==> config.mk <==
export PLATFORM = sky130hd
export DESIGN_NAME = sobel_frame_scheduler
export DESIGN_NICKNAME = d
export VERILOG_FILES = /design/src/rtl/sobel_frame_scheduler.sv
export SDC_FILE = /design/constraint.sdc
export NUM_CORES = 1
export LEC_CHECK = 0
export ABC_CLOCK_PERIOD_IN_PS = 5000
export BUFFER_PORTS_ARGS = -buffer_cell sky130_fd_sc_hd__clkbuf_2
export CORE_MARGIN = 10
export CORE_UTILIZATION = 30
export DETAILED_ROUTE_END_ITERATION = 6
export SETUP_SLACK_MARGIN = 0.05
export SYNTH_ARGS = -nofsm -noshare
export SYNTH_HDL_FRONTEND = slang
export SYNTH_SLANG_ARGS = --single-unit
==> constraint.sdc <==
create_clock -name clk -period 5 [get_ports clk]
set_input_delay 0.75 -clock clk [delete_from_list [all_inputs] [get_ports clk]]
set_output_delay 0.75 -clock clk [all_outputs]
set_load 0.01 [all_outputs]
==> src/rtl/sobel_frame_scheduler.sv <==
// Frame sequencer around the Sobel core: loads a frame into BRAM0,
// kicks the core, then streams BRAM1 out with valid/ready backpressure.
module sobel_frame_scheduler #(
    parameter int DATA_WIDTH   = 8,
    parameter int ADDR_WIDTH   = 16,
    parameter int IMAGE_WIDTH  = 100,
    parameter int IMAGE_HEIGHT = 100,
    parameter int MAX_PIXELS   = IMAGE_WIDTH * IMAGE_HEIGHT,
    parameter int RUN_OUT_CNT  = (IMAGE_WIDTH - 2) * (IMAGE_HEIGHT - 2)
) (
    input  logic                  clk,
    input  logic                  rst_n,
    input  logic                  i_mode_run,
    input  logic                  s_valid,
    input  logic [DATA_WIDTH-1:0] s_data,
    input  logic                  s_last,
    output logic                  s_ready,
    output logic                  b0_ce0,
    output logic                  b0_we0,
    output logic [ADDR_WIDTH-1:0] b0_addr0,
    output logic [DATA_WIDTH-1:0] b0_d0,
    output logic                  o_core_en,
    output logic [ADDR_WIDTH-1:0] o_core_num_cnt,
    output logic                  o_core_run,
    input  logic                  i_core_idle,
    input  logic                  i_core_done,
    output logic                  b1_ce0,
    output logic [ADDR_WIDTH-1:0] b1_addr0,
    input  logic [DATA_WIDTH-1:0] b1_q0,
    output logic                  m_valid,
    output logic [DATA_WIDTH-1:0] m_data,
    output logic                  m_last,
    input  logic                  m_ready,
    output logic                  o_busy,
    output logic                  o_err_len
);

    typedef enum logic [2:0] {
        S_IDLE, S_LOAD, S_KICK, S_WAIT, S_DRAIN, S_DONE
    } state_t;

    localparam logic [ADDR_WIDTH-1:0] LAST_ADDR = ADDR_WIDTH'(MAX_PIXELS - 1);
    localparam logic [ADDR_WIDTH-1:0] RUN_TOTAL = ADDR_WIDTH'(RUN_OUT_CNT);

    state_t                state;
    state_t                state_nx;
    logic [ADDR_WIDTH-1:0] wr_cnt;
    logic [ADDR_WIDTH-1:0] wr_addr;
    logic [ADDR_WIDTH-1:0] num_q;
    logic [ADDR_WIDTH-1:0] rd_addr;
    logic [ADDR_WIDTH-1:0] out_idx;
    logic [ADDR_WIDTH-1:0] out_total;
    logic                  run_q;
    logic                  err_q;
    logic [DATA_WIDTH-1:0] fifo_mem [2];
    logic                  wr_ptr;
    logic                  rd_ptr;
    logic [1:0]            fifo_cnt;
    logic [1:0]            occ_next;
    logic                  rd_pend;
    logic                  s_hs;
    logic                  frame_end;
    logic                  trunc;
    logic                  issue;
    logic                  pop;

    assign s_ready = rst_n &&
                     ((state == S_LOAD) ||
                      (state == S_IDLE && i_core_idle));
    assign s_hs      = s_valid && s_ready;
    assign wr_addr   = (state == S_IDLE) ? '0 : wr_cnt;
    assign frame_end = s_hs && (s_last || wr_addr == LAST_ADDR);
    assign trunc     = frame_end && !s_last;

    assign out_total = run_q ? RUN_TOTAL : num_q;
    assign m_valid   = (state == S_DRAIN) && (fifo_cnt != 2'd0);
    assign pop       = m_valid && m_ready;
    // Occupancy counted net of this cycle's pop so a full-rate stream never bubbles.
    assign occ_next  = fifo_cnt - {1'b0, pop} + {1'b0, rd_pend};
    assign issue     = (state == S_DRAIN) && (rd_addr != out_total) &&
                       (occ_next < 2'd2);

    assign o_core_num_cnt = num_q;
    assign o_core_run     = run_q;
    assign o_err_len      = err_q;
    assign o_busy         = (state != S_IDLE);

    // State register.
    always_ff @(posedge clk or negedge rst_n) begin
        if (!rst_n) state <= S_IDLE;
        else        state <= state_nx;
    end

    // Next-state decode.
    always_comb begin
        state_nx = state;
        unique case (state)
            S_IDLE:  if (s_hs) state_nx = frame_end ? S_KICK : S_LOAD;
            S_LOAD:  if (frame_end) state_nx = S_KICK;
            S_KICK:  state_nx = S_WAIT;
            S_WAIT:  if (i_core_done) state_nx = S_DRAIN;
            S_DRAIN: if (pop && m_last) state_nx = S_DONE;
            S_DONE:  state_nx = S_IDLE;
            default: state_nx = S_IDLE;
        endcase
    end

    // Per-state outputs: BRAM0 write port, core kick, BRAM1 read port, stream data.
    always_comb begin
        b0_ce0    = s_hs;
        b0_we0    = s_hs;
        b0_addr0  = s_hs ? wr_addr : '0;
        b0_d0     = s_hs ? s_data : '0;
        o_core_en = (state == S_KICK);
        b1_ce0    = issue;
        b1_addr0  = issue ? rd_addr : '0;
        m_data    = m_valid ? fifo_mem[rd_ptr] : '0;
        m_last    = m_valid && (out_idx == out_total - 1'b1);
    end

    // Input side: write counter, frame length, mode and truncation flag.
    always_ff @(posedge clk or negedge rst_n) begin
        if (!rst_n) begin
            wr_cnt <= '0;
            num_q  <= '0;
            run_q  <= 1'b0;
            err_q  <= 1'b0;
        end else if (s_hs) begin
            if (state == S_IDLE) begin
                run_q <= i_mode_run;
                err_q <= trunc;
            end else if (trunc) begin
                err_q <= 1'b1;
            end
            if (frame_end) begin
                wr_cnt <= wr_addr;
                num_q  <= wr_addr + 1'b1;
            end else begin
                wr_cnt <= wr_addr + 1'b1;
            end
        end
    end

    // Output side: read issue, in-flight tracking and 2-entry skid FIFO.
    always_ff @(posedge clk or negedge rst_n) begin
        if (!rst_n) begin
            rd_addr     <= '0;
            out_idx     <= '0;
            rd_pend     <= 1'b0;
            fifo_cnt    <= 2'd0;
            wr_ptr      <= 1'b0;
            rd_ptr      <= 1'b0;
            fifo_mem[0] <= '0;
            fifo_mem[1] <= '0;
        end else if (state == S_WAIT) begin
            rd_addr  <= '0;
            out_idx  <= '0;
            rd_pend  <= 1'b0;
            fifo_cnt <= 2'd0;
            wr_ptr   <= 1'b0;
            rd_ptr   <= 1'b0;
        end else begin
            rd_pend  <= issue;
            fifo_cnt <= occ_next;
            if (issue) rd_addr <= rd_addr + 1'b1;
            if (rd_pend) begin
                fifo_mem[wr_ptr] <= b1_q0;
                wr_ptr           <= ~wr_ptr;
            end
            if (pop) begin
                rd_ptr  <= ~rd_ptr;
                out_idx <= out_idx + 1'b1;
            end
        end
    end

endmodule

==> flow_metrics.env, run 1 <==
export IMPL_status="completed"
export IMPL_clkSinkCount=90
export IMPL_ys_ff_latch=90
export IMPL_netlist_instances=690
export IMPL_cts_resized=0
export IMPL_grt_max_degree=74
export IMPL_grt_use_total=0.132
export IMPL_period_share=0.882
export IMPL_synth_avg_cell_area_um2=8.58
export IMPL_synth_edf_count=0
export IMPL_rsz0062_at_grt="no"
export IMPL_post_route_util=0.353
export IMPL_slew_headroom=0.352
export IMPL_h_tree_depth=3
export IMPL_critical_path_class="reg -> out"
export IMPL_cpPeakStageDelay_ps=590
export IMPL_p_leak_uw=0.00317
export IMPL_cap_viol_max_count=0
export IMPL_postSynth_asyncResetShare=1.00
export IMPL_antenna_found_initial=0
export IMPL_ant_nets=0
export IMPL_post_cts_buffers=0
export IMPL_worstReg2RegStart="state[0]"
export IMPL_worstMarginPinSlew_ps=972
export IMPL_netlist_area_um2=5920
export IMPL_clock_fmax_mhz=227
export IMPL_finalSetupViolCount=0
export IMPL_hold_buffers=0
export IMPL_crit_required_ps=4250
export IMPL_initialDrtViolationCount=343
export IMPL_path_clk_slew_ps=70
export IMPL_finalNetCount=786
export IMPL_num_io_pins=98
export IMPL_ff2ff_path_depth=15
export IMPL_worstReg2RegEnd="rd_addr[7]"
export IMPL_vias_per_cell=5.10
export IMPL_vias=5232
export IMPL_drive_above_1_share=0.197
export IMPL_power_per_cell_area_nw_per_um2=415
export IMPL_initial_core_util=0.304
export IMPL_diodes=0
export IMPL_endpoint_kind="output port"
export IMPL_ys_seq_area_frac=0.380
export IMPL_endpoint="b1_addr0[5]"
export IMPL_synthDistinctLibCells=59
export IMPL_cts_root_buffer="clkbuf_16"
export IMPL_peakVddDrop_mv=0.210
export IMPL_synth_fp_nets=720
export IMPL_die_w_um=160
export IMPL_fin_setup_tns_ps=0
export IMPL_cp_slowest_cell="and2_1"
export IMPL_p_total_uw=2860
export IMPL_port_buffers=97
export IMPL_timing_reg2reg_setup_slack_ps=1190
export IMPL_cts_tree="done"
export IMPL_drtPass1Iterations=4
export IMPL_worstPathCellList="nor3b_1, o21ai_0, inv_1, nand2_1, clkinv_1, ha_1, inv_1, ha_1, xor2_1, xnor2_1, and2_1, and3_1, clkbuf_2"
export IMPL_crit_start="state[0]"
export IMPL_dp_hpwl_um=12300
export IMPL_core_rowCount=51
export IMPL_period_needed_ps=4410
export IMPL_grt_pass1_wl_um=28100
export IMPL_overflow=0
export IMPL_grt_pass1_vias=5166
export IMPL_crit_path_start_kind="flop"
export IMPL_drc=0
export IMPL_routed_wl_um=17100
export IMPL_arrival_ps=3660
export IMPL_die_area_um2=25800
export IMPL_fp_dieH_um=160
export IMPL_avgRoutedWirePerCell_um=16.6
export IMPL_synthFlopType="dfrtp_1"
export IMPL_yosys_warnings=0
export IMPL_clock_path_buffers=2
export IMPL_design_area_um2=6880
export IMPL_crit_fanout=22
export IMPL_hold_path_class="in -> async"
export IMPL_clock_latency_ps=360
export IMPL_core_um2=19500
export IMPL_placed_cell_area_um2=6610
export IMPL_cts_buffers=9
export IMPL_hold_violations=0
export IMPL_fin_skew_ps=19.4
export IMPL_slew_violations=0
export IMPL_area_growth_syn_to_layout_pct=16.2
export IMPL_gp_congestion=0.827
## worst min path at each step
| stage | end | slack [ps] | start |
|---|---|---|---|
| after floorplan | fifo_cnt[0] | 450 | rst_n |
| after CTS | fifo_mem[15] | 260 | rst_n |
| after detailed placement | o_err_len | 470 | o_err_len |
| after global placement | o_err_len | 480 | o_err_len |
| after global routing | fifo_mem[15] | 270 | rst_n |
| final | fifo_mem[14] | 270 | rst_n |
## cells in the final DEF (no fill, tap or decap), types with 4 or more instances in the layout
cell type  instances
a31o_2             4
mux2i_1           16
o21ai_1            9
nand4_1           13
nor2b_1           16
a32oi_1            6
ha_1               6
inv_1             11
a21o_1             5
nor3_1            12
a31oi_1            8
or3_1              7
and3_1            51
nand2_1           66
and2_1            10
dfrtp_1           90
nand3_1           19
or4_1              9
a211oi_1           4
nor2_1            72
nor3b_1            4
o21ai_0           34
nand2b_1           8
clkbuf_2          96
xnor2_1           36
clkbuf_16          9
o31ai_1           11
buf_4             11
xor2_1            26
mux2_2            18
a21oi_1           22
## metrics by stage
stage	hold WS, ps	setup slack (ps)	cells
floorplan	454	1160	690
global placement	479	1080	1010
global route	270	213	1025
finish	267	591	1025
detailed placement	474	880	1010
CTS	263	500	1025
## area by class of cell
class,instances,area [um^2]
timing repair buffer,107,563
clock buffer,10,229
multi-input combinational,534,3410
inverter,14,52.6
clock inverter,5,40.0
sequential,90,2250
fill,2025,12600
tap,265,332
## Yosys cell counts (all sizes together) (3+ instances only)
cell type / instances / share of area
ha: 6 / 0.013
nor4: 4 / 0.0078
nand3: 19 / 0.016
o21ai: 43 / 0.036
or3: 7 / 0.0074
mux2i: 16 / 0.027
nand4: 13 / 0.014
mux2: 20 / 0.038
a211oi: 4 / 0.0051
dfrtp: 90 / 0.38
and4: 3 / 0.0044
nor2b: 16 / 0.017
nand2: 66 / 0.042
o31ai: 11 / 0.014
a21o: 5 / 0.0063
a31oi: 8 / 0.0085
clkbuf: 41 / 0.026
nand4b: 3 / 0.0044
a21oi: 22 / 0.019
and3: 51 / 0.054
nor4b: 3 / 0.0044
xnor2: 36 / 0.053
a31o: 4 / 0.0059
buf: 11 / 0.0089
inv: 13 / 0.0082
a22o: 3 / 0.0044
nor3: 14 / 0.014
nor2: 72 / 0.046
and2: 10 / 0.011
xor2: 26 / 0.038
or4: 10 / 0.013
nand2b: 8 / 0.0085
nor3b: 4 / 0.0051
a32oi: 6 / 0.0089
## layer usage
metal	up-vias	wire length (um)	track usage
met5	-	0	0
met4	0	161	0.0434
met3	10	1190	0.0368
met2	130	7800	0.200
met1	2527	7920	0.176
li1	2565	-	-
## report_power, final
part           switching [uW]  internal, uW  leakage (uW)
clock network             316           339      0.000122
logic                     617           495       0.00185
registers                 220           870       0.00120
total                    1150          1700       0.00317
## cells by family after synthesis
| kind of cell | share of synthesized area |
|---|---|
| buffers and inverters | 0.0437 |
| DFF | 0.380 |
| xor gates and xnor gates | 0.0917 |
| muxes | 0.0651 |
| and+or+nand+nor | 0.279 |
| adders and majority gates | 0.0127 |
| AOI/OAI and AO/OA | 0.127 |
## state kept, by name (all words and copies together) (netlist names)
name	cells
fifo_mem	16
wr_cnt	16
rd_ptr	1
o_err_len	1
state	3
rd_addr	16
o_core_run	1
fifo_cnt	2
wr_ptr	1
out_idx	16
rd_pend	1
o_core_num_cnt	16
## critical path, delay by kind of cell (launching register included)
kind	cells	cell delay (ps)
buffers and inverters	4	460
adders and majority gates	2	400
AOI/OAI and AO/OA	1	210
DFF	1	490
and+or+nand+nor	4	1420
xor gates and xnor gates	2	320
Power figures use the tool's default switching activity.
==> inputs of run 2 (changes only) <==
--- a/config.mk
+++ b/config.mk
@@ -7,10 +7,10 @@
 export LEC_CHECK = 0
 export ABC_CLOCK_PERIOD_IN_PS = 5000
 export BUFFER_PORTS_ARGS = -buffer_cell sky130_fd_sc_hd__clkbuf_2
+export CORE_ASPECT_RATIO = 0.5
 export CORE_MARGIN = 10
 export CORE_UTILIZATION = 30
 export DETAILED_ROUTE_END_ITERATION = 6
-export SETUP_SLACK_MARGIN = 0.05
 export SYNTH_ARGS = -nofsm -noshare
 export SYNTH_HDL_FRONTEND = slang
 export SYNTH_SLANG_ARGS = --single-unit
==> run 2 against run 1 <==
Routed wire length is 1.6% higher. Register-to-register slack got worse by 220 ps. Global-route usage rose by 0.11 points. Largest cell class unchanged.
==> flow_metrics.env, run 2 (synthesis gave the netlist of run 1 again) <==
export IMPL_status="completed"
export IMPL_grt_max_degree=71
export IMPL_overflow=0
export IMPL_cts_tree="done"
export IMPL_grt_pass1_vias=5132
export IMPL_clock_path_buffers=2
export IMPL_drc=0
export IMPL_path_clk_slew_ps=70
export IMPL_hold_path_class="in -> async"
export IMPL_final_seq_area_um2=2250
export IMPL_grt_use_total=0.133
export IMPL_core_um2=19400
export IMPL_mostFrequentLayoutCells="clkbuf_2 (96), dfrtp_1 (90), nor2_1 (72), nand2_1 (66), and3_1 (51)"
export IMPL_clock_latency_ps=360
export IMPL_cap_viol_max_count=0
export IMPL_cts_root_buffer="clkbuf_16"
export IMPL_fin_skew_ps=8.24
export IMPL_final_common_cell="clkbuf_2"
export IMPL_hold_violations=0
export IMPL_h_tree_depth=3
export IMPL_endpoint_kind="output port"
export IMPL_vias_per_cell=5.13
export IMPL_placed_cell_area_um2=6600
export IMPL_slew_headroom=0.369
export IMPL_crit_path_start_kind="flop"
export IMPL_clkSinkCount=90
export IMPL_routed_wl_um=17300
export IMPL_cts_buffers=9
export IMPL_period_share=0.896
export IMPL_gp_congestion=0.857
export IMPL_port_buffers=97
export IMPL_multi_input_area_um2=3410
export IMPL_clock_fmax_mhz=223
export IMPL_design_area_um2=6890
export IMPL_drtPass1Iterations=5
export IMPL_finalSetupViolCount=0
export IMPL_ant_nets=0
export IMPL_fp_dieH_um=119
export IMPL_initial_core_util=0.305
export IMPL_crit_required_ps=4250
export IMPL_power_per_cell_area_nw_per_um2=418
export IMPL_die_w_um=219
export IMPL_critical_path_class="reg -> out"
export IMPL_nFillCells=1984
export IMPL_initialDrtViolationCount=323
export IMPL_die_area_um2=26100
export IMPL_crit_fanout=22
export IMPL_period_needed_ps=4480
export IMPL_fin_setup_tns_ps=0
export IMPL_arrival_ps=3730
export IMPL_drive_above_1_share=0.196
export IMPL_antenna_found_initial=0
export IMPL_peakVddDrop_mv=0.204
export IMPL_cts_resized=0
export IMPL_dp_hpwl_um=12700
export IMPL_hold_buffers=0
export IMPL_rsz0062_at_grt="no"
export IMPL_dp_slack_ps=860
export IMPL_post_cts_buffers=0
export IMPL_finalNetCount=784
export IMPL_slew_violations=0
export IMPL_grt_pass1_wl_um=28300
export IMPL_core_rowCount=36
export IMPL_vias=5258
export IMPL_avgRoutedWirePerCell_um=16.9
export IMPL_setup_ws_ps=520
export IMPL_area_growth_syn_to_layout_pct=16.3
export IMPL_worstMarginPinSlew_ps=943
export IMPL_num_io_pins=98
export IMPL_diodes=0
export IMPL_p_leak_uw=0.00318
==> run 2: cell types whose count changed in the layout (fill, tap and decap cells not counted), sizes merged <==
cell	delta
buf	-2
clkbuf	+2
clkinv	+2
clkinvlp	-2
inv	-1
==> run 2: final timing paths <==
path | from | end | slack, ps | cells after the start
setup / recovery | state[0] | b1_addr0[8] | 520 | 13
hold / removal | rst_n | wr_cnt[14] | 270 | 1
setup reg to reg | state[0] | o_core_num_cnt[3] | 970 | 11
hold reg to reg | fifo_mem[2] | fifo_mem[2] | 510 | 1
max in group asynchronous | rst_n | rd_addr[6] | 3510 | 2
min in group clk | fifo_mem[2] | fifo_mem[2] | 510 | 1
==> run 2: report_power, final <==
group | switching, uW | leakage (uW) | internal [uW]
logic | 632 | 0.00184 | 488
registers | 214 | 0.00120 | 870
clock network | 305 | 0.000139 | 368
total | 1150 | 0.00318 | 1730
==> run 2: layer usage <==
layer / GRT usage / wire length, um
met3: 0.0301 / 827
met1: 0.177 / 8220
met2: 0.215 / 8090
met4: 0.0296 / 189
met5: 0 / 0
==> run 2: through the flow <==
step,hold WS [ps],power [uW],cells,utilization
after global placement,485,2170,1009,0.340
after global routing,285,3090,1025,0.355
after CTS,273,2890,1025,0.355
after detailed placement,495,2210,1009,0.340
after floorplan,454,1900,690,-
final,273,2880,1025,0.355
==> run 2: critical path, cell delays in order (launching register included) <==
cell and delay, ps:
dfrtp_1 510, nor3b_1 390, o21ai_0 190, inv_1 120
nand2_1 130, clkinv_1 180, ha_1 260, inv_1 50
ha_1 140, xor2_1 170, xnor2_1 160, and2_1 630
and3_1 280, clkbuf_2 150
==> run 2: final cells by class <==
cell class | count | area share
sequential | 90 | 0.327
inverter | 14 | 0.00763
clock inverter | 4 | 0.00491
timing repair buffer | 105 | 0.0796
clock buffer | 12 | 0.0373
tap | 266 | 0.0483
multi-input combinational | 534 | 0.495
